<file path="src/rtl/scan_pkg.sv">
// Shared types and sizes for the channel scan sequencer.
// Latency: n/a (declarations only).
// Backpressure: n/a.
// Contents: FSM state enum (GAP exists only when SCAN_BLANKING_EN is defined),
//           channel count NUM_CH and select width SEL_W.
package scan_pkg;

    localparam int NUM_CH = 8;
    localparam int SEL_W  = 3;

    typedef enum logic [1:0] {
        ST_IDLE = 2'd0,
        ST_SCAN = 2'd1
`ifdef SCAN_BLANKING_EN
        ,
        ST_GAP  = 2'd2
`endif
    } scan_state_t;

endpackage

</file>
<file path="src/rtl/channel_scan_sequencer_if.sv">
// Control/status bundle between a scan requester and the channel scan sequencer.
// Latency: n/a (wires only).
// Backpressure: none; start/stop are level requests sampled by the sequencer.
// Ports: start, stop, continuous, mask, dwell (requester -> sequencer);
//        sel, sel_en, busy, done (sequencer -> requester / decoder).
interface channel_scan_sequencer_if
    import scan_pkg::*;
#(
    parameter int DWELL_W = 8
);
    logic                 start;
    logic                 stop;
    logic                 continuous;
    logic [NUM_CH-1:0]    mask;
    logic [DWELL_W-1:0]   dwell;
    logic [SEL_W-1:0]     sel;
    logic                 sel_en;
    logic                 busy;
    logic                 done;

    modport master (
        output start, stop, continuous, mask, dwell,
        input  sel, sel_en, busy, done
    );

    modport slave (
        input  start, stop, continuous, mask, dwell,
        output sel, sel_en, busy, done
    );
endinterface

</file>
<file path="src/rtl/next_channel_finder.sv">
// Combinational search over a channel mask: next set bit above an index, wrap flag, lowest set bit.
// Latency: 0 cycles (pure combinational).
// Backpressure: none.
// Ports: mask_i/idx_i in; next_idx_o (valid when !wrap_o), wrap_o (no higher set bit), low_idx_o.
module next_channel_finder
    import scan_pkg::*;
(
    input  logic [NUM_CH-1:0] mask_i,
    input  logic [SEL_W-1:0]  idx_i,
    output logic [SEL_W-1:0]  next_idx_o,
    output logic              wrap_o,
    output logic [SEL_W-1:0]  low_idx_o
);

    // Walk downward so the last hit written is the lowest qualifying bit.
    always_comb begin
        next_idx_o = '0;
        wrap_o     = 1'b1;
        low_idx_o  = '0;
        for (int i = NUM_CH - 1; i >= 0; i--) begin
            if (mask_i[i]) begin
                low_idx_o = SEL_W'(i);
                if (i > int'(idx_i)) begin
                    next_idx_o = SEL_W'(i);
                    wrap_o     = 1'b0;
                end
            end
        end
    end

endmodule

</file>
<file path="src/rtl/channel_scan_sequencer.sv">
// Steps a 3-to-8 decoder select through the enabled channels of a mask, holding each for a dwell time.
// Latency: first channel driven 1 cycle after start; stop/completion take effect 1 cycle later.
// Backpressure: none; start is ignored while busy, stop aborts from any active state.
// Ports: clk, rst_n (async active-low); bus (slave modport): start/stop/continuous/mask/dwell in,
//        sel/sel_en/busy/done out, all outputs registered.
// Build option: SCAN_BLANKING_EN inserts one GAP cycle (sel_en=0, sel already advanced) per channel change.
module channel_scan_sequencer
    import scan_pkg::*;
#(
    parameter int DWELL_W = 8
)(
    input  logic                      clk,
    input  logic                      rst_n,
    channel_scan_sequencer_if.slave   bus
);

    scan_state_t          state_q;
    logic [SEL_W-1:0]     sel_q;
    logic                 sel_en_q;
    logic                 busy_q;
    logic                 done_q;
    logic [DWELL_W-1:0]   cnt_q;      // cycles remaining on the current channel, minus one
    logic [DWELL_W-1:0]   dwell_q;
    logic [NUM_CH-1:0]    mask_q;
    logic                 cont_q;

    logic [NUM_CH-1:0]    fnd_mask_d;
    logic [SEL_W-1:0]     fnd_next_d;
    logic                 fnd_wrap_d;
    logic [SEL_W-1:0]     fnd_low_d;
    logic [SEL_W-1:0]     adv_idx_d;

    // In IDLE the finder looks at the live mask so the first channel is known at start;
    // while scanning it only ever sees the latched copy.
    assign fnd_mask_d = (state_q == ST_IDLE) ? bus.mask : mask_q;
    assign adv_idx_d  = fnd_wrap_d ? fnd_low_d : fnd_next_d;

    next_channel_finder u_finder (
        .mask_i     (fnd_mask_d),
        .idx_i      (sel_q),
        .next_idx_o (fnd_next_d),
        .wrap_o     (fnd_wrap_d),
        .low_idx_o  (fnd_low_d)
    );

    // dwell=0 is treated as a one-cycle hold.
    function automatic logic [DWELL_W-1:0] reload(input logic [DWELL_W-1:0] d);
        return (d == '0) ? '0 : d - 1'b1;
    endfunction

    always_ff @(posedge clk or negedge rst_n) begin
        if (!rst_n) begin
            state_q  <= ST_IDLE;
            sel_q    <= '0;
            sel_en_q <= 1'b0;
            busy_q   <= 1'b0;
            done_q   <= 1'b0;
            cnt_q    <= '0;
            dwell_q  <= '0;
            mask_q   <= '0;
            cont_q   <= 1'b0;
        end else begin
            done_q <= 1'b0;
            case (state_q)
                ST_IDLE: begin
                    if (bus.start && !bus.stop) begin
                        if (bus.mask != '0) begin
                            mask_q   <= bus.mask;
                            dwell_q  <= bus.dwell;
                            cont_q   <= bus.continuous;
                            cnt_q    <= reload(bus.dwell);
                            sel_q    <= fnd_low_d;
                            sel_en_q <= 1'b1;
                            busy_q   <= 1'b1;
                            state_q  <= ST_SCAN;
                        end else begin
                            done_q <= 1'b1;
                        end
                    end
                end

                ST_SCAN: begin
                    if (bus.stop) begin
                        state_q  <= ST_IDLE;
                        sel_en_q <= 1'b0;
                        busy_q   <= 1'b0;
                    end else if (cnt_q != '0) begin
                        cnt_q <= cnt_q - 1'b1;
                    end else if (fnd_wrap_d && !cont_q) begin
                        // single pass finished; sel keeps the last channel
                        state_q  <= ST_IDLE;
                        sel_en_q <= 1'b0;
                        busy_q   <= 1'b0;
                        done_q   <= 1'b1;
                    end else begin
                        sel_q <= adv_idx_d;
`ifdef SCAN_BLANKING_EN
                        // a single-channel rescan is not a channel change, so no blanking
                        if (adv_idx_d != sel_q) begin
                            state_q  <= ST_GAP;
                            sel_en_q <= 1'b0;
                        end else begin
                            cnt_q <= reload(dwell_q);
                        end
`else
                        cnt_q <= reload(dwell_q);
`endif
                    end
                end

`ifdef SCAN_BLANKING_EN
                ST_GAP: begin
                    if (bus.stop) begin
                        state_q  <= ST_IDLE;
                        sel_en_q <= 1'b0;
                        busy_q   <= 1'b0;
                    end else begin
                        state_q  <= ST_SCAN;
                        sel_en_q <= 1'b1;
                        cnt_q    <= reload(dwell_q);
                    end
                end
`endif

                default: begin
                    state_q  <= ST_IDLE;
                    sel_en_q <= 1'b0;
                    busy_q   <= 1'b0;
                end
            endcase
        end
    end

    assign bus.sel    = sel_q;
    assign bus.sel_en = sel_en_q;
    assign bus.busy   = busy_q;
    assign bus.done   = done_q;

endmodule

</file>
<file path="src/flat_wrapper.sv">
// flat-port wrapper written by rule: the top's interface ports become plain ports
module channel_scan_sequencer_flat import scan_pkg::*;
#(
    parameter int DWELL_W = 8
)
  (clk, rst_n, bus_start, bus_stop, bus_continuous, bus_mask, bus_dwell, bus_sel, bus_sel_en, bus_busy, bus_done);
  channel_scan_sequencer_if #(.DWELL_W(DWELL_W)) bus_i ();
  input  logic clk;
  input  logic rst_n;
  input wire logic [$bits(bus_i.start)-1:0] bus_start;
  input wire logic [$bits(bus_i.stop)-1:0] bus_stop;
  input wire logic [$bits(bus_i.continuous)-1:0] bus_continuous;
  input wire logic [$bits(bus_i.mask)-1:0] bus_mask;
  input wire logic [$bits(bus_i.dwell)-1:0] bus_dwell;
  output wire logic [$bits(bus_i.sel)-1:0] bus_sel;
  output wire logic [$bits(bus_i.sel_en)-1:0] bus_sel_en;
  output wire logic [$bits(bus_i.busy)-1:0] bus_busy;
  output wire logic [$bits(bus_i.done)-1:0] bus_done;
  assign bus_i.start = bus_start;
  assign bus_i.stop = bus_stop;
  assign bus_i.continuous = bus_continuous;
  assign bus_i.mask = bus_mask;
  assign bus_i.dwell = bus_dwell;
  assign bus_sel = bus_i.sel;
  assign bus_sel_en = bus_i.sel_en;
  assign bus_busy = bus_i.busy;
  assign bus_done = bus_i.done;
  channel_scan_sequencer #(.DWELL_W(DWELL_W)) u_core (.clk(clk), .rst_n(rst_n), .bus(bus_i));
endmodule
</file>
<file path="config.mk">
export PLATFORM = sky130hd
export DESIGN_NAME = channel_scan_sequencer_flat
export DESIGN_NICKNAME = d
export VERILOG_FILES = /design/src/rtl/scan_pkg.sv /design/src/rtl/channel_scan_sequencer_if.sv /design/src/rtl/next_channel_finder.sv /design/src/rtl/channel_scan_sequencer.sv /design/src/flat_wrapper.sv
export SDC_FILE = /design/constraint.sdc
export NUM_CORES = 1
export LEC_CHECK = 0
export BUFFER_PORTS_ARGS = -buffer_cell sky130_fd_sc_hd__buf_2
export CAP_MARGIN = 20
export CORE_MARGIN = 5
export CORE_UTILIZATION = 29
export CTS_BUF_LIST = sky130_fd_sc_hd__clkbuf_4 sky130_fd_sc_hd__clkbuf_8
export CTS_CLUSTER_SIZE = 30
export DETAILED_ROUTE_END_ITERATION = 10
export GPL_ROUTABILITY_DRIVEN = 0
export SLEW_MARGIN = 10
export SYNTH_ARGS = -nofsm -noshare
export SYNTH_HDL_FRONTEND = slang
export SYNTH_HIERARCHICAL = 1
export SYNTH_SLANG_ARGS = --single-unit
</file>
<file path="constraint.sdc">
create_clock -name clk -period 3.2 [get_ports clk]
set_input_delay 0.16 -clock clk [delete_from_list [all_inputs] [get_ports clk]]
set_output_delay 0.16 -clock clk [all_outputs]
set_load 0.01 [all_outputs]
</file>
==> flow_summary.html, run 1 <==
<table>
<tr><th>Metric</th><th>Value</th></tr>
<tr><th colspan="2">Run status</th></tr>
<tr><td>Status</td><td>finished, final reports clean</td></tr>
<tr><th colspan="2">Floorplanning</th></tr>
<tr><td>Site row count</td><td>31</td></tr>
<tr><td>Die outline area</td><td>0.009094 mm2</td></tr>
<tr><td>Number of top-level pins</td><td>27</td></tr>
<tr><td>Overall die width</td><td>95.37 um</td></tr>
<tr><td>Initial Util</td><td>0.2945</td></tr>
<tr><td>Die Span Y</td><td>95.37 um</td></tr>
<tr><td>Core outline area</td><td>0.007176 mm2</td></tr>
<tr><th colspan="2">Job</th></tr>
<tr><td>Max Cap Viol</td><td>0</td></tr>
<tr><th colspan="2">STA</th></tr>
<tr><td>Period minus WS final</td><td>2.503 ns</td></tr>
<tr><td>Final setup margin</td><td>0.6971 ns</td></tr>
<tr><td>Number of failing hold endpoints at the final stage</td><td>0</td></tr>
<tr><td>Rel. slew slack</td><td>0.5087</td></tr>
<tr><td>Max-slew violation count</td><td>0</td></tr>
<tr><td>Number of setup violations in the final report</td><td>0</td></tr>
<tr><td>Transition time at the pin with the least slew margin</td><td>0.7302 ns</td></tr>
<tr><td>Fin Clk Skew</td><td>0.003374 ns</td></tr>
<tr><td>RSZ-0062 raised after global routing</td><td>no</td></tr>
<tr><td>Sum of negative setup slack</td><td>0 ns</td></tr>
<tr><td>F_max</td><td>399.5 MHz</td></tr>
<tr><td>Post-route fraction of the period consumed by the critical path</td><td>0.7821</td></tr>
<tr><th colspan="2">Logic synthesis</th></tr>
<tr><td>Mapped Cells</td><td>223</td></tr>
<tr><td>Post-synth net total</td><td>249</td></tr>
<tr><td>Post-Syn Area</td><td>0.002113 mm2</td></tr>
<tr><td>Most frequently used cell type in the post-synthesis netlist</td><td>dfrtp_1</td></tr>
<tr><td>Synth unique cells</td><td>52</td></tr>
<tr><td>Yosys top cell area share</td><td>0.3552</td></tr>
<tr><td>Leading cell types by total area after synthesis</td><td>dfrtp_1 (36%), mux2_2 (15%), xnor2_1 (3.3%)</td></tr>
<tr><td>Post-synthesis async set-or-reset flop share</td><td>1.000</td></tr>
<tr><td>Total of flip-flops plus latches after synthesis</td><td>30</td></tr>
<tr><td>Share of synthesized area occupied by flip-flops and latches</td><td>0.3552</td></tr>
<tr><td>Dominant register cell in the synthesized netlist</td><td>dfrtp_1</td></tr>
<tr><td>Number of synthesis warnings</td><td>6</td></tr>
<tr><td>Synth area leader</td><td>dfrtp_1</td></tr>
<tr><td>Top cells by instance count after synthesis</td><td>dfrtp_1 (30), mux2_2 (28), nand2_1 (14)</td></tr>
<tr><td>Post-Syn Area per Cell</td><td>9.477 um2</td></tr>
<tr><td>Number of enable-type register cells in the synthesized netlist</td><td>0</td></tr>
<tr><th colspan="2">Detailed routing</th></tr>
<tr><td>DR WL/cell</td><td>13.81 um</td></tr>
<tr><td>Highest metal layer used by the detailed router</td><td>met4</td></tr>
<tr><td>Met3 wirelength from detailed routing</td><td>148 um</td></tr>
<tr><td>Sum of routed wire segments on met1</td><td>2.284 mm</td></tr>
<tr><td>Number of DRC violations after detailed routing</td><td>0</td></tr>
<tr><td>Post-route antenna net violation count</td><td>0</td></tr>
<tr><td>Overall via count from detail_route</td><td>1,763</td></tr>
<tr><td>Initial DRC Count</td><td>129</td></tr>
<tr><td>Met2 WL post-DR</td><td>2.390 mm</td></tr>
<tr><td>Via count normalized by instance count</td><td>4.966</td></tr>
<tr><td>Pre-antenna DRT Iters</td><td>4</td></tr>
<tr><td>Overall routed net length</td><td>4.904 mm</td></tr>
<tr><th colspan="2">GRT</th></tr>
<tr><td>All-Layer GR Usage</td><td>0.1167</td></tr>
<tr><td>Maximum number of pins on one net before global-route repair</td><td>31</td></tr>
<tr><td>First-pass GRT wire length</td><td>8.259 mm</td></tr>
<tr><td>Via count of the first global-routing pass</td><td>1,709</td></tr>
<tr><td>Leftover overflow at the end of global routing</td><td>0</td></tr>
<tr><td>Initial antenna violation count</td><td>0</td></tr>
<tr><th colspan="2">Critical path</th></tr>
<tr><td>Worst path required time</td><td>3.37 ns</td></tr>
<tr><td>Worst-path cell with the longest stage delay</td><td>dfrtp_1</td></tr>
<tr><td>Sequence of cells on the critical path</td><td>mux2_2 -&gt; nor2b_1 -&gt; o21ai_1 -&gt; nand2_1 -&gt; nor2_1 -&gt; nor2b_1 -&gt; and2b_1 -&gt; a21oi_1 -&gt; nor3_4 -&gt; mux2_2</td></tr>
<tr><td>Peak fanout along the critical path</td><td>9</td></tr>
<tr><td>Endpoint kind of the worst setup timing path</td><td>flip-flop</td></tr>
<tr><td>Type of origin of the critical path</td><td>flip-flop</td></tr>
<tr><td>Class of the most critical setup path</td><td>reg2reg</td></tr>
<tr><td>Crit-path max cell delay</td><td>0.55 ns</td></tr>
<tr><td>Arrival @ worst endpoint</td><td>2.67 ns</td></tr>
<tr><th colspan="2">Hold path</th></tr>
<tr><td>Type of the worst min-delay path</td><td>in2reg</td></tr>
<tr><th colspan="2">Finish</th></tr>
<tr><td>Number of antenna repair diodes</td><td>0</td></tr>
<tr><td>Total number of nets in the final design</td><td>281</td></tr>
<tr><td>Share of post-route cells with drive strength above 1</td><td>0.3008</td></tr>
<tr><td>Area Overhead vs Synth</td><td>17.05%</td></tr>
<tr><th colspan="2">Clock tree</th></tr>
<tr><td>Clock Sinks</td><td>30</td></tr>
<tr><td>Latest clock arrival within the worst-skew pair</td><td>0.28 ns</td></tr>
<tr><td>CTS Buffer Depth</td><td>2</td></tr>
<tr><td>H-tree levels</td><td>2</td></tr>
<tr><td>Clock-pin transition on the worst setup and hold timing paths</td><td>0.07 ns</td></tr>
<tr><td>Root Buffer</td><td>clkbuf_8</td></tr>
<tr><td>Clock tree from TritonCTS</td><td>built</td></tr>
<tr><td>Number of buffers created by CTS</td><td>5</td></tr>
<tr><th colspan="2">Pwr</th></tr>
<tr><td>Worst voltage drop across the vdd grid</td><td>0.1768 mV</td></tr>
<tr><td>Leakage</td><td>1.017 nW</td></tr>
<tr><td>Power density over the cells</td><td>592.1 mW/mm2</td></tr>
<tr><th colspan="2">Placement</th></tr>
<tr><td>Worst slack at placement</td><td>0.6938 ns</td></tr>
<tr><td>Count of buffers from port buffering</td><td>26</td></tr>
<tr><td>Detail Placement HPWL</td><td>3.713 mm</td></tr>
</table>
[logic make-up (layout without fill, tap and decap cells)]
logic type	count (synthesis)	in the layout	synth area share
AO/OA/AOI/OAI	55	55	0.1753
XOR/XNOR	11	11	0.04559
adder cells (fa/ha/maj)	5	5	0.02960
buffers and inverters	20	53	0.04203
flip-flops	30	30	0.3552
multiplexers	30	30	0.1587
AND/OR/NAND/NOR	72	72	0.1936
[metrics by stage]
stage	util	total power (W)	std cells	hold slack (ns)	area (um2)
after floorplan	-	0.0009840	223	-0.1356	2113
after global placement	0.3301	0.001132	346	0.2430	2369
after detailed placement	0.3301	0.001136	346	0.2445	2369
final	0.3447	0.001465	355	0.1282	2474
after CTS	0.3447	0.001470	355	0.1212	2474
after global routing	0.3447	0.001572	355	0.1238	2474
[cell usage in the layout, fill, tap and decap left out, types with 2 or more instances in the layout]
| cell | count |
|---|---|
| xnor2_1 | 8 |
| nor3_1 | 7 |
| o21ai_0 | 8 |
| ha_1 | 5 |
| o22ai_1 | 6 |
| nand2_1 | 14 |
| clkbuf_8 | 6 |
| nand3_1 | 4 |
| mux2_2 | 28 |
| o21ai_1 | 8 |
| buf_2 | 26 |
| inv_1 | 12 |
| xor2_1 | 3 |
| a21oi_1 | 12 |
| nor2_1 | 13 |
| or4_1 | 2 |
| buf_4 | 5 |
| nor3b_1 | 4 |
| nand2b_1 | 5 |
| or3_1 | 3 |
| o211ai_1 | 2 |
| nor2b_1 | 9 |
| nor4_1 | 4 |
| dfrtp_1 | 30 |
| o21bai_1 | 2 |
| mux2i_1 | 2 |
[registers in the layout, summed over array words and instances, names as in the netlist]
register and cells:
u_core/mask_q 8, u_core/cnt_q 8, u_core/cont_q 1, u_core/bus.sel 3
u_core/bus.busy 1, u_core/bus.done 1, u_core/dwell_q 8
[final cells by class]
type / count / area, um2
timing repair buffer: 32 / 177.7
multi-input combinational: 173 / 1277
fill: 720 / 4702
sequential: 30 / 750.7
clock buffer: 7 / 90.09
clock inverter: 1 / 5.005
inverter: 13 / 48.80
tap: 99 / 123.9
[per-layer routing]
metal / global-route usage / vias to the layer above
met4: 0.04447 / 0
met2: 0.1883 / 31
met5: 0 / -
met1: 0.1517 / 849
met3: 0.02605 / 6
li1: - / 877
[path summary, 6_finish.rpt]
| check | startpoint | to | slack (ns) | depth (start not counted) |
|---|---|---|---|---|
| max | u_core/bus.busy | u_core/bus.sel[2] | 0.70 | 10 |
| min | bus_dwell[1] | u_core/dwell_q[1] | 0.13 | 3 |
| max reg2reg | u_core/bus.busy | u_core/bus.sel[2] | 0.70 | 10 |
| min reg2reg | u_core/mask_q[1] | u_core/mask_q[1] | 0.51 | 1 |
| max in group asynchronous | rst_n | u_core/mask_q[5] | 2.28 | 2 |
| min in group asynchronous | rst_n | u_core/dwell_q[4] | 0.47 | 2 |
[where the power goes]
group          leakage, nW  total, W  internal, W  switching [W]
clock               0.0517  0.000329     0.000182       0.000147
sequential           0.362  0.000614     0.000476       0.000137
combinational        0.604  0.000522     0.000264       0.000257
total                 1.02   0.00146     0.000922       0.000542
[worst max-delay path: cells and delay by family (launching register included)]
kind | cells | cell delay, ns
flops | 1 | 0.55
compound gates | 2 | 0.42
mux | 2 | 0.68
simple gates | 6 | 0.76
[what timing repair did]
action / in CTS / in global routing
gates resized for setup: 0 / 0
setup buffers: 0 / 0
hold buffers: 1 / 0
endpoints found under the hold margin: 30 / 0
Note: power is estimated with default switching activity, not from simulation.
==> run 2: changes to the inputs <==
Clock period 3.2 ns to 2 ns, I/O delays scaled along.
==> run 2 against run 1 <==
  * The flow now finishes with violations (negative setup slack)
  * Global-route usage increased by 0.95 points
  * Clock skew increased by 0.0070 ns
  * Flip-flop and latch count unchanged
  * First-iteration DRC count decreased by 40%
  * Power increased by 83%
  * Die area unchanged
  * Via count increased by 10%
  * Final cell count increased by 14%
  * Hold slack got worse by 0.066 ns
  * Count of clock-buffer cells in the layout unchanged
  * Critical path depth unchanged
==> flow_summary.html, run 2 (synthesis gave the netlist of run 1 again) <==
<table>
<tr><th>Metric</th><th>Value</th></tr>
<tr><th colspan="2">Job</th></tr>
<tr><td>Max Cap Viol</td><td>0</td></tr>
<tr><th colspan="2">Critical path</th></tr>
<tr><td>Register-to-Register Setup Slack</td><td>-0.21 ns</td></tr>
<tr><td>Endpoint kind of the worst setup timing path</td><td>flip-flop</td></tr>
<tr><td>Worst path buffer plus inverter count</td><td>0</td></tr>
<tr><td>Dominant cell type by count on the critical path</td><td>a21oi_2</td></tr>
<tr><td>Logic depth of the worst setup path including buffers</td><td>10</td></tr>
<tr><td>Worst Reg2Reg Path Length in Cells</td><td>10</td></tr>
<tr><td>Arrival @ worst endpoint</td><td>2.37 ns</td></tr>
<tr><td>Worst path required time</td><td>2.16 ns</td></tr>
<tr><td>Family with the most delay on the worst path</td><td>simple AND/OR/NAND/NOR gates</td></tr>
<tr><td>Peak fanout along the critical path</td><td>6</td></tr>
<tr><td>Type of origin of the critical path</td><td>flip-flop</td></tr>
<tr><td>Sequence of cells on the critical path</td><td>mux2_4 -&gt; nor2b_1 -&gt; o21bai_1 -&gt; a21oi_2 -&gt; nor2_2 -&gt; nor2b_4 -&gt; and2b_1 -&gt; a21oi_2 -&gt; nor3_4 -&gt; mux2_2</td></tr>
<tr><td>Worst-path cell with the longest stage delay</td><td>dfrtp_2</td></tr>
<tr><td>Class of the most critical setup path</td><td>reg2reg</td></tr>
<tr><td>Crit-path max cell delay</td><td>0.47 ns</td></tr>
<tr><th colspan="2">Clock tree</th></tr>
<tr><td>Clock-pin transition on the worst setup and hold timing paths</td><td>0.07 ns</td></tr>
<tr><td>H-tree levels</td><td>2</td></tr>
<tr><td>Clock Sinks</td><td>30</td></tr>
<tr><td>Root Buffer</td><td>clkbuf_8</td></tr>
<tr><td>Number of buffers created by CTS</td><td>5</td></tr>
<tr><td>Clock tree from TritonCTS</td><td>built</td></tr>
<tr><td>CTS Buffer Depth</td><td>2</td></tr>
<tr><td>Latest clock arrival within the worst-skew pair</td><td>0.28 ns</td></tr>
<tr><th colspan="2">Finish</th></tr>
<tr><td>Leading cell type in the layout, fill and taps excluded</td><td>buf_4</td></tr>
<tr><td>Area Overhead vs Synth</td><td>38.72%</td></tr>
<tr><td>Share of post-route cells with drive strength above 1</td><td>0.4441</td></tr>
<tr><td>Filler Cell Count</td><td>712</td></tr>
<tr><td>Highest-count cells in the layout ignoring fill and taps</td><td>buf_4 (48), dfrtp_1 (29), buf_2 (26)</td></tr>
<tr><td>Top flop regs</td><td>u_core/cnt_q (8), u_core/dwell_q (8), u_core/mask_q (8)</td></tr>
<tr><td>Number of antenna repair diodes</td><td>0</td></tr>
<tr><td>Total number of nets in the final design</td><td>329</td></tr>
<tr><th colspan="2">Pwr</th></tr>
<tr><td>Power density over the cells</td><td>912.6 mW/mm2</td></tr>
<tr><td>Leakage</td><td>1.286 nW</td></tr>
<tr><td>Worst voltage drop across the vdd grid</td><td>0.3632 mV</td></tr>
<tr><td>Total Power Consumption</td><td>0.002675 W</td></tr>
<tr><th colspan="2">STA</th></tr>
<tr><td>Max-slew violation count</td><td>0</td></tr>
<tr><td>Fin Clk Skew</td><td>0.01042 ns</td></tr>
<tr><td>F_max</td><td>452.1 MHz</td></tr>
<tr><td>Period minus WS final</td><td>2.212 ns</td></tr>
<tr><td>Transition time at the pin with the least slew margin</td><td>0.6702 ns</td></tr>
<tr><td>Final setup margin</td><td>-0.2120 ns</td></tr>
<tr><td>RSZ-0062 raised after global routing</td><td>yes</td></tr>
<tr><td>Rel. slew slack</td><td>0.5532</td></tr>
<tr><td>Sum of negative setup slack</td><td>-1.825 ns</td></tr>
<tr><td>Number of failing hold endpoints at the final stage</td><td>0</td></tr>
<tr><td>Number of setup violations in the final report</td><td>26</td></tr>
<tr><td>Post-route fraction of the period consumed by the critical path</td><td>1.106</td></tr>
<tr><th colspan="2">GRT</th></tr>
<tr><td>Initial antenna violation count</td><td>0</td></tr>
<tr><td>First-pass GRT wire length</td><td>8.956 mm</td></tr>
<tr><td>Via count of the first global-routing pass</td><td>1,913</td></tr>
<tr><td>All-Layer GR Usage</td><td>0.1262</td></tr>
<tr><td>Leftover overflow at the end of global routing</td><td>0</td></tr>
<tr><td>Maximum number of pins on one net before global-route repair</td><td>31</td></tr>
<tr><th colspan="2">Detailed routing</th></tr>
<tr><td>Pre-antenna DRT Iters</td><td>4</td></tr>
<tr><td>DR WL/cell</td><td>13.35 um</td></tr>
<tr><td>Initial DRC Count</td><td>78</td></tr>
<tr><td>Number of DRC violations after detailed routing</td><td>0</td></tr>
<tr><td>Overall via count from detail_route</td><td>1,944</td></tr>
<tr><td>Overall routed net length</td><td>5.379 mm</td></tr>
<tr><td>Post-route antenna net violation count</td><td>0</td></tr>
<tr><td>Via count normalized by instance count</td><td>4.824</td></tr>
<tr><th colspan="2">Run status</th></tr>
<tr><td>Failing checks</td><td>negative setup slack</td></tr>
<tr><td>Status</td><td>finished, violations left</td></tr>
<tr><th colspan="2">Floorplanning</th></tr>
<tr><td>Die Span Y</td><td>95.37 um</td></tr>
<tr><td>Overall die width</td><td>95.37 um</td></tr>
<tr><td>Site row count</td><td>31</td></tr>
<tr><td>Core outline area</td><td>0.007176 mm2</td></tr>
<tr><td>Number of top-level pins</td><td>27</td></tr>
<tr><td>Die outline area</td><td>0.009094 mm2</td></tr>
<tr><td>Initial Util</td><td>0.2945</td></tr>
<tr><th colspan="2">Hold path</th></tr>
<tr><td>Hold path depth</td><td>2</td></tr>
<tr><td>Type of the worst min-delay path</td><td>in2reg</td></tr>
<tr><th colspan="2">Placement</th></tr>
<tr><td>Detail Placement HPWL</td><td>4.178 mm</td></tr>
<tr><td>Count of buffers from port buffering</td><td>26</td></tr>
</table>
==> run 2: cell types whose count changed in the layout (fill, tap and decap cells not counted), moves of 2 or more <==
cell and change:
a21oi_1 -2, o21ai_0 -3, mux2_4 +5, o21ai_2 +2
buf_6 +5, buf_4 +43, mux2_2 -5, a21oi_2 +2
==> run 2: worst register-to-register path, delay by kind of cell (launching register included) <==
| kind | cells | cell delay [ns] |
|---|---|---|
| AND/OR/NAND/NOR | 5 | 0.62 |
| multiplexers | 2 | 0.59 |
| flip-flops | 1 | 0.47 |
| AO/OA/AOI/OAI | 3 | 0.41 |
==> run 2: worst paths after layout <==
kind | startpoint | endpoint
max | u_core/bus.busy | u_core/bus.sel[2]
max reg2reg | u_core/bus.busy | u_core/bus.sel[2]
min in group asynchronous | rst_n | u_core/dwell_q[7]
max in group asynchronous | rst_n | u_core/bus.busy
min reg2reg | u_core/mask_q[1] | u_core/mask_q[1]
min | bus_stop | u_core/bus.done
==> run 2: report_power, final <==
group | switching [W] | internal, W
logic | 0.000575 | 0.000680
registers | 0.000149 | 0.000763
clock network | 0.000218 | 0.000291
==> run 2: layout make-up <==
cell class / instances / area (um2) / share of cell area
timing repair buffer: 80 / 556.8 / 0.1899
multi-input combinational: 173 / 1355 / 0.4622
sequential: 30 / 752.0 / 0.2565
clock inverter: 1 / 5.005 / 0.001707
inverter: 13 / 48.80 / 0.01665
clock buffer: 7 / 90.09 / 0.03073
tap: 99 / 123.9 / 0.04225
==> run 2: timing repair <==
action | in CTS | in global routing
endpoints found under the setup margin | 12 | 27
gates resized for setup | 14 | 7
hold buffers | 1 | 0
setup buffers | 7 | 0
endpoints found under the hold margin | 30 | 0
pin swaps | 2 | 3
==> run 2: per-stage QoR <==
| step | util | cell area [um2] | setup slack (ns) | instances | hold slack, ns |
|---|---|---|---|---|---|
| 4_1_cts | 0.4056 | 2910 | -0.2247 | 403 | 0.05427 |
| 5_1_grt | 0.4085 | 2932 | -0.2896 | 403 | 0.06966 |
| 3_5_place_dp | 0.3752 | 2693 | -0.2825 | 387 | 0.1819 |
| 6_report | 0.4085 | 2932 | -0.2120 | 403 | 0.06213 |
| 3_3_place_gp | 0.3752 | 2693 | -0.2480 | 387 | 0.1788 |
| 2_1_floorplan | - | 2157 | -0.4174 | 223 | -0.1956 |
==> run 2: routing by layer <==
| metal | global-route usage | vias up | part of all wire |
|---|---|---|---|
| li1 | - | 973 | - |
| met1 | 0.1703 | 934 | 0.46 |
| met2 | 0.2023 | 30 | 0.49 |
| met3 | 0.01894 | 7 | 0.030 |
| met4 | 0.04928 | 0 | 0.016 |
| met5 | 0 | - | 0 |
==> run 3: changes to the inputs <==
Settings changed: RECOVER_POWER from default to 100.
Clock period 2 ns to 2.5 ns, I/O delays scaled along.
==> run 3 against run 2 <==
  * The run ends with max-capacitance violations, max-slew violations left
  * Die area unchanged
  * Clock skew down 0.0033 ns
  * Final cell count is 11% lower
  * Fmax shrank 7.7%
  * Global-route usage decreased by 0.64 points
  * Utilization fell by 5.8 points
  * Power down 29%
  * Cell area is 14% lower
  * Count of clock-buffer cells in the layout fell by 1
  * Critical path depth did not move
  * Non-clock buffer count decreased by 43
  * Via count is 8.2% lower
  * Largest cell class unchanged
  * Largest power group is now registers
==> flow_summary.html, run 3 (synthesis gave the netlist of run 1 again) <==
<table>
<tr><th>Metric</th><th>Value</th></tr>
<tr><th colspan="2">Floorplanning</th></tr>
<tr><td>Die Span Y</td><td>95.37 um</td></tr>
<tr><td>Die outline area</td><td>0.009094 mm2</td></tr>
<tr><td>Overall die width</td><td>95.37 um</td></tr>
<tr><td>Number of top-level pins</td><td>27</td></tr>
<tr><td>Core outline area</td><td>0.007176 mm2</td></tr>
<tr><td>Initial Util</td><td>0.2945</td></tr>
<tr><td>Site row count</td><td>31</td></tr>
<tr><th colspan="2">Detailed routing</th></tr>
<tr><td>Via count normalized by instance count</td><td>4.958</td></tr>
<tr><td>Overall routed net length</td><td>4.925 mm</td></tr>
<tr><td>Post-route antenna net violation count</td><td>0</td></tr>
<tr><td>Initial DRC Count</td><td>112</td></tr>
<tr><td>Overall via count from detail_route</td><td>1,785</td></tr>
<tr><td>Pre-antenna DRT Iters</td><td>4</td></tr>
<tr><td>Number of DRC violations after detailed routing</td><td>0</td></tr>
<tr><td>DR WL/cell</td><td>13.68 um</td></tr>
<tr><th colspan="2">STA</th></tr>
<tr><td>Max-slew violation count</td><td>31</td></tr>
<tr><td>Post-route fraction of the period consumed by the critical path</td><td>0.9586</td></tr>
<tr><td>Number of failing hold endpoints at the final stage</td><td>0</td></tr>
<tr><td>Sum of negative setup slack</td><td>0 ns</td></tr>
<tr><td>Transition time at the pin with the least slew margin</td><td>1.678 ns</td></tr>
<tr><td>Worst slack on hold paths</td><td>0.08479 ns</td></tr>
<tr><td>Fin Clk Skew</td><td>0.007073 ns</td></tr>
<tr><td>Number of setup violations in the final report</td><td>0</td></tr>
<tr><td>Period minus WS final</td><td>2.396 ns</td></tr>
<tr><td>F_max</td><td>417.3 MHz</td></tr>
<tr><td>Rel. slew slack</td><td>-0.1188</td></tr>
<tr><th colspan="2">Placement</th></tr>
<tr><td>Post-Place Cells</td><td>350</td></tr>
<tr><td>Detail Placement HPWL</td><td>3.777 mm</td></tr>
<tr><td>Count of buffers from port buffering</td><td>26</td></tr>
<tr><td>Post-DP Area</td><td>0.002404 mm2</td></tr>
<tr><th colspan="2">Clock tree</th></tr>
<tr><td>Clock tree from TritonCTS</td><td>built</td></tr>
<tr><td>Root Buffer</td><td>clkbuf_8</td></tr>
<tr><td>CTS Buffer Depth</td><td>2</td></tr>
<tr><td>H-tree levels</td><td>2</td></tr>
<tr><td>Clock Sinks</td><td>30</td></tr>
<tr><td>Clock-pin transition on the worst setup and hold timing paths</td><td>0.07 ns</td></tr>
<tr><td>Number of buffers created by CTS</td><td>5</td></tr>
<tr><td>Latest clock arrival within the worst-skew pair</td><td>0.28 ns</td></tr>
<tr><th colspan="2">Critical path</th></tr>
<tr><td>Worst Reg2Reg Path Length in Cells</td><td>10</td></tr>
<tr><td>Worst path required time</td><td>2.66 ns</td></tr>
<tr><td>Crit-path max cell delay</td><td>0.46 ns</td></tr>
<tr><td>Sequence of cells on the critical path</td><td>mux2_2 -&gt; nor2b_1 -&gt; o21bai_1 -&gt; a21oi_2 -&gt; nor2_1 -&gt; nor2b_1 -&gt; and2b_1 -&gt; a21oi_2 -&gt; nor3_4 -&gt; mux2_2</td></tr>
<tr><td>Worst R2R Start</td><td>u_core/bus.busy</td></tr>
<tr><td>Arrival @ worst endpoint</td><td>2.56 ns</td></tr>
<tr><td>Class of the most critical setup path</td><td>reg2reg</td></tr>
<tr><td>Startpoint of the most critical setup path</td><td>u_core/bus.busy</td></tr>
<tr><td>Type of origin of the critical path</td><td>flip-flop</td></tr>
<tr><td>Endpoint kind of the worst setup timing path</td><td>flip-flop</td></tr>
<tr><td>Peak fanout along the critical path</td><td>8</td></tr>
<tr><td>Worst-path cell with the longest stage delay</td><td>dfrtp_2</td></tr>
<tr><th colspan="2">Pwr</th></tr>
<tr><td>Power density over the cells</td><td>752.0 mW/mm2</td></tr>
<tr><td>Leakage</td><td>1.025 nW</td></tr>
<tr><td>Worst voltage drop across the vdd grid</td><td>0.3223 mV</td></tr>
<tr><th colspan="2">Finish</th></tr>
<tr><td>Filler Cell Count</td><td>750</td></tr>
<tr><td>Top flop regs</td><td>u_core/cnt_q (8), u_core/dwell_q (8), u_core/mask_q (8)</td></tr>
<tr><td>Area Overhead vs Synth</td><td>19.18%</td></tr>
<tr><td>Leading cell type in the layout, fill and taps excluded</td><td>dfrtp_1</td></tr>
<tr><td>Number of antenna repair diodes</td><td>0</td></tr>
<tr><td>Area of the multi-input gates</td><td>0.001289 mm2</td></tr>
<tr><td>Storage cell area</td><td>752.0 um2</td></tr>
<tr><td>Share of post-route cells with drive strength above 1</td><td>0.3142</td></tr>
<tr><td>Total number of nets in the final design</td><td>286</td></tr>
<tr><td>Final Core Density</td><td>0.3510</td></tr>
<tr><td>Highest-count cells in the layout ignoring fill and taps</td><td>dfrtp_1 (29), mux2_2 (28), buf_2 (22)</td></tr>
<tr><td>Final instance area</td><td>0.002519 mm2</td></tr>
<tr><td>Non-Filler Instances</td><td>360</td></tr>
<tr><th colspan="2">GRT</th></tr>
<tr><td>Leftover overflow at the end of global routing</td><td>0</td></tr>
<tr><td>Maximum number of pins on one net before global-route repair</td><td>31</td></tr>
<tr><td>Initial antenna violation count</td><td>0</td></tr>
<tr><td>Via count of the first global-routing pass</td><td>1,825</td></tr>
<tr><td>First-pass GRT wire length</td><td>8.583 mm</td></tr>
<tr><td>All-Layer GR Usage</td><td>0.1198</td></tr>
<tr><th colspan="2">Run status</th></tr>
<tr><td>Failing checks</td><td>max-capacitance violations, max-slew violations</td></tr>
<tr><td>Status</td><td>finished, violations left</td></tr>
<tr><th colspan="2">Hold path</th></tr>
<tr><td>Type of the worst min-delay path</td><td>in2reg</td></tr>
<tr><td>Hold path depth</td><td>3</td></tr>
<tr><td>Worst min-delay path startpoint</td><td>bus_dwell[1]</td></tr>
<tr><th colspan="2">Job</th></tr>
<tr><td>Max Cap Viol</td><td>1</td></tr>
</table>
## run 3: changes by cell type in the layout (fill, tap and decap cells not counted), sizes merged
cell      delta
clkinvlp     +1
clkbuf       +3
buf         -47
## run 3: what timing repair did
item / 4_1_cts / 5_1_grt
resized for setup: 0 / 2
hold buffers: 1 / 0
buffers inserted: 0 / 1
endpoints found under the hold margin: 30 / 0
endpoints found under the setup margin: 0 / 4
## run 3: cell type report
cell class | count | area share
Inverter | 13 | 0.01937
Sequential cell | 30 | 0.2986
Multi-Input combinational cell | 173 | 0.5117
Timing Repair Buffer | 37 | 0.08346
Tap cell | 99 | 0.04918
Clock buffer | 6 | 0.03279
Clock inverter | 2 | 0.004968
## run 3: path summary, 6_finish.rpt
check / end / slack [ns]
setup / recovery: u_core/bus.sel[1] / 0.10
hold / removal: u_core/dwell_q[1] / 0.08
setup reg to reg: u_core/bus.sel[1] / 0.10
hold reg to reg: u_core/mask_q[1] / 0.51
max in group asynchronous: u_core/bus.busy / 0.59
min in group asynchronous: u_core/dwell_q[5] / 0.80
## run 3: metrics by stage
stage	power [W]	worst slack, ns
floorplan	0.001263	0.01478
global placement	0.001463	0.1800
detailed placement	0.001476	0.1273
CTS	0.001899	0.1095
global route	0.002042	-0.0001295
finish	0.001894	0.1035
## run 3: where the power goes
part           switching, W  internal [W]
Combinational      0.000354      0.000354
Sequential         0.000160      0.000610
Clock              0.000194      0.000221
## run 3: worst max-delay path: cells and delay by family (launching register included)
family	cells	cell delay (ns)
AO/OA/AOI/OAI	3	0.41
flip-flops	1	0.46
multiplexers	2	0.68
AND/OR/NAND/NOR	5	0.74
## run 3: layer usage
layer	share of wire	wire length (um)	global-route usage
met1	0.45	2225	0.1559
met2	0.49	2407	0.1965
met3	0.052	255	0.02999
met4	0.0073	36	0.03365
met5	0	0	0
